## config.mk

```make
export PLATFORM = sky130hd
export DESIGN_NAME = par_out_buf
export DESIGN_NICKNAME = d
export VERILOG_FILES = /design/src/rtl/parity_pkg.sv /design/src/rtl/par_out_buf.sv
export SDC_FILE = /design/constraint.sdc
export NUM_CORES = 1
export LEC_CHECK = 0
export BUFFER_PORTS_ARGS = -buffer_cell sky130_fd_sc_hd__buf_2
export CAP_MARGIN = 40
export CORE_AREA = 2 2 39 41
export CTS_CLUSTER_DIAMETER = 80
export DETAILED_ROUTE_END_ITERATION = 10
export DIE_AREA = 0 0 41 43
export HOLD_SLACK_MARGIN = 0.05
export REMOVE_ABC_BUFFERS = 1
export SLEW_MARGIN = 20
export SYNTH_ARGS = -nofsm -noshare
export SYNTH_HDL_FRONTEND = slang
export SYNTH_SLANG_ARGS = --single-unit
```

## constraint.sdc

```tcl
create_clock -name clk -period 1.2 [get_ports clk]
set_input_delay 0.06 -clock clk [delete_from_list [all_inputs] [get_ports clk]]
set_output_delay 0.06 -clock clk [all_outputs]
set_load 0.02 [all_outputs]
```

## src/rtl/parity_pkg.sv

```systemverilog
// Shared definitions for the XOR parity generator / checker pair.
// Frame format: 8 data bits LSB-first followed by one parity bit.
package parity_pkg;

  localparam int DATA_W     = 8;
  localparam int FRAME_BITS = 9;
  localparam int IDX_W      = $clog2(DATA_W);

  typedef enum logic {
    RX_DATA = 1'b0,
    RX_PAR  = 1'b1
  } rx_state_t;

  // Parity bit a transmitter appends to data; odd=1 selects odd parity.
  function automatic logic expected_parity(input logic [DATA_W-1:0] data,
                                           input logic              odd);
    return (^data) ^ odd;
  endfunction

endpackage

```

## src/rtl/par_out_buf.sv

```systemverilog
// Single-entry valid/ready holding register. A load that arrives while the
// entry is held and not being accepted is dropped and flagged for one cycle.
module par_out_buf
  import parity_pkg::*;
#(
  parameter int W = DATA_W
) (
  input  logic         clk,
  input  logic         rst,
  input  logic         load,
  input  logic [W-1:0] load_data,
  input  logic         load_perr,
  input  logic         out_ready,
  output logic         out_valid,
  output logic [W-1:0] out_data,
  output logic         out_perr,
  output logic         drop
);

  logic accept;
  logic can_load;

  assign accept   = out_valid && out_ready;
  // The slot is free if empty or being emptied on this same edge.
  assign can_load = !out_valid || out_ready;
  assign drop     = load && !can_load;

  always_ff @(posedge clk) begin
    if (rst) begin
      out_valid <= 1'b0;
      out_data  <= '0;
      out_perr  <= 1'b0;
    end else if (load && can_load) begin
      out_valid <= 1'b1;
      out_data  <= load_data;
      out_perr  <= load_perr;
    end else if (accept) begin
      out_valid <= 1'b0;
    end
  end

endmodule

```

* After elaboration in Yosys (flattened, before gate mapping)
Cells that the tools add are included.
** Cells by class
- Mux-type cells :: 2
- $lt $le $gt $ge :: 0
- Equal/unequal tests :: 0
- Bitwise gates (word level) :: 0
- Shifts and indexed selects :: 0
- Reduce and logical (&&, ||, !) cells :: 7
- Add/subtract/negate cells :: 0
- Divide/modulo/power cells :: 0
- Multipliers :: 0
** Operators with widths (count)
- $logic_and 1x1->1 :: 3
- $logic_not 1->1 :: 2
- $mux 1 :: 2
- $reduce_bool 2->1 :: 1
- $logic_or 1x1->1 :: 1
** Word-level totals
- Bits in read-only memories :: 0
- RAM bits :: 0
- Latch bits :: 0
- Memories :: 0
- Output and inout bits :: 11
- Flip-flop bits (word level) :: 10
- Word-level logic and storage cells :: 12

* Depth between registers and ports, before layout
- Depth in word-level cells :: 4
- Gate-level depth with buffers :: 4
- Depth with buffers taken out :: 3

* Least setup slack after synthesis
Ideal clock, no wire load.
- Path kind :: flip-flop to flip-flop
- Start :: register out_valid
- End :: register out_data[0]
- Cell stages (with the launch flop) :: 5
- Setup time :: 119 ps
- Clock period less this slack :: 1020 ps
- Data arrival time :: 901 ps
- Path buffers :: 1
- Slack :: 180 ps
- Cells stage by stage :: dfxtp_1 > nor2b_4 > nor2b_2 > buf_6 > mux2i_1
** On the way
- Longest elaborated chain between the ends :: 3
** RTL lines
- from (decl) :: RTL line par_out_buf.sv:14 : output logic out_valid,
- from (signal assigned) :: RTL line par_out_buf.sv:30 : out_valid <= 1'b0;
- from (signal assigned) :: RTL line par_out_buf.sv:34 : out_valid <= 1'b1;
- from (signal assigned) :: RTL line par_out_buf.sv:38 : out_valid <= 1'b0;
- $logic_not 1->1 :: RTL line par_out_buf.sv:25 : assign can_load = !out_valid || out_ready;
- $logic_or 1x1->1 :: RTL line par_out_buf.sv:25
- $logic_and 1x1->1 :: RTL line par_out_buf.sv:33 : end else if (load && can_load) begin
- to (signal assigned) :: RTL line par_out_buf.sv:35 : out_data <= load_data;
- to (decl) :: RTL line par_out_buf.sv:15 : output logic [W-1:0] out_data,
No other way between the ends.
A chain may end at the register's enable or synchronous reset.

* Worst setup path after layout
- Start :: register out_valid
- End :: output drop
** On the way
- Longest elaborated chain between the ends :: 4
** RTL lines
- $logic_not 1->1 :: RTL line par_out_buf.sv:25
- $logic_or 1x1->1 :: RTL line par_out_buf.sv:25
- $logic_not 1->1 :: RTL line par_out_buf.sv:26 : assign drop = load && !can_load;
- $logic_and 1x1->1 :: RTL line par_out_buf.sv:26
- to (decl) :: RTL line par_out_buf.sv:17 : output logic drop
No other way between the ends.

==> impl_metrics.toml <==
[timing]
fin_ws_ps = 107
finalSetupTns_ps = 0
worst_slew_pin_slew_ps = 217
max_slew_margin_pct = 85.5
setup_viol = 0
fin_crit_ps = 1090
hold_viol_final = 0
final.period_utilization_pct = 91.1
max_freq_mhz = 915
drv_slew = 0
rsz0062_at_grt = "false"
whs_ps = 52.7
clock_skew_ps = 8.09

[critical_path]
crit_fanout = 3
path_buf_inv = 1
r2r_slack_ps = 200
arrival_ps = 1030
worstRegToRegCells = 4
crit_path_start = "out_valid"
slowest_delay_ps = 330
reg2reg_from = "out_valid"
start_kind = "flip-flop"
r2r-end = "out_data[5]"
crit_family = "flip-flops"
slowest_stage = "dfxtp_1"
cp_cell_sequence = "nor2b_4 -> and2_1 -> buf_2"
cp-end-kind = "output port"
critPathKind = "flip-flop to output port"
critical_path_required_ps = 1140

[grt]
gr-total-overflow = 0
grtUsageTotal_pct = 10.9
grt_pass1_vias = 323
grt_max_degree = 20
grt_pass1_wl_um = 1280
antenna_found_initial = 0

[yosys]
syn_area_sq_um = 467
ys_seq_area_share_pct = 42.9
yosysWarnings = 0
synth_seq_cells = 10
synth_area_per_cell_sq_um = 10.4
synth_cell_type_count = 9
postSynthCellCount = 45

[routing]
drtAntennaViolNets = 0
first_pass_iters = 4
via_per_inst = 4.30
drt_wl_total_um = 821
drt_iter0_drc = 5
vias = 387
drc = 0
routedWlPerCell_um = 9.12

[clocking]
cts_max_level = 1
cts_buffer_depth = 2
cts-resized-gates = 0
numCtsBuffers = 3
clkTransAtPathRegs_ps = 70
cts_root_buffer = "clkbuf_4"
cts_tree = "done"
clkLatencyLatePin_ps = 260
cts.sinks = 10

[die]
fp.coreArea_sq_um = 1380
die-area_sq_um = 1760
die_w_um = 41
start_util_pct = 33.7
boundaryPins = 24
std_cell_rows = 14
die_y_um = 43

[place]
place_area_sq_um = 589
hpwl_um = 619
portBuffers = 23
gp_congestion = 0.619
place_inst = 83
dp_slack_ps = 227

[min_path]
worstHoldPathCells = 3
min_from = "load_data[6]"
hold_class = "input port to flip-flop"
hold_end = "out_data[6]"

[cells_and_area]
final_common_cell = "buf_2"
final_cell_mix = "23 x buf_2, 18 x nand2b_1, 10 x dfxtp_1, 9 x mux2i_1"
final_cells = 90
num_antenna_cells = 0
drive_gt1_share_pct = 41.9
fin_nets = 88
syn_to_final_growth_pct = 40.5
final_util_pct = 47.4
final_cell_area_sq_um = 656

[pwr]
power_mw = 0.811
ir_worst_vdd_v = 0.000627
p_per_area_nw_per_um2 = 1240
leakagePower_nw = 0.327

[status]
status = "finished, final reports clean"

[job]
drv_cap = 0
-- Yosys cell counts (all sizes together) --
cell,count,area [sq um]
nand2b,18,113
dfxtp,10,200
mux2i,9,90.1
buf,3,27.5
nor2,2,7.51
nor2b,2,22.5
and2,1,6.26
-- layout make-up --
| class | count | area, sq um |
|---|---|---|
| Timing Repair Buffer | 28 | 160 |
| Fill cell | 139 | 728 |
| Clock buffer | 4 | 36.3 |
| Sequential cell | 10 | 200 |
| Multi-Input combinational cell | 32 | 239 |
| Tap cell | 16 | 20.0 |
-- cell families after synthesis --
family / Yosys count / share of synthesized area [%]
mux: 9 / 19.3
flops: 10 / 42.9
simple gates: 23 / 31.9
buf+inv: 3 / 5.90
-- power breakdown --
part	switching (mW)	internal, mW
clock network	0.117	0.184
registers	0.00985	0.354
logic	0.0723	0.0742
-- flip-flops by register name (all words and copies together), names as in the netlist --
signal     cells
out_data       8
out_valid      1
out_perr       1
-- routing by layer --
layer	global-route usage (%)	wire length, um
met1	13.0	361
met2	14.7	378
met3	4.71	67
met4	8.00	13
met5	0	0
-- worst max-delay path by stage --
| stage | to | slack [ps] | depth (start not counted) |
|---|---|---|---|
| after floorplan | out_data[0] | 20 | 3 |
| after global placement | out_data[5] | 250 | 4 |
| after detailed placement | out_data[7] | 230 | 4 |
| after CTS | drop | 80 | 3 |
| after global routing | drop | 30 | 3 |
| final | drop | 110 | 3 |
-- worst register-to-register path: cells and delay by family, from the launching register on --
kind / cells / cell delay [ps]
and+or+nand+nor: 2 / 250
buffers and inverters: 1 / 180
DFF: 1 / 310
muxes: 1 / 190
-- timing repair --
action                                  4_1_cts  5_1_grt
hold endpoints to repair                      3        0
setup buffers                                 0        0
endpoints found under the setup margin        0        0
hold buffers                                  3        0
Note: power is estimated with default switching activity, not from simulation.
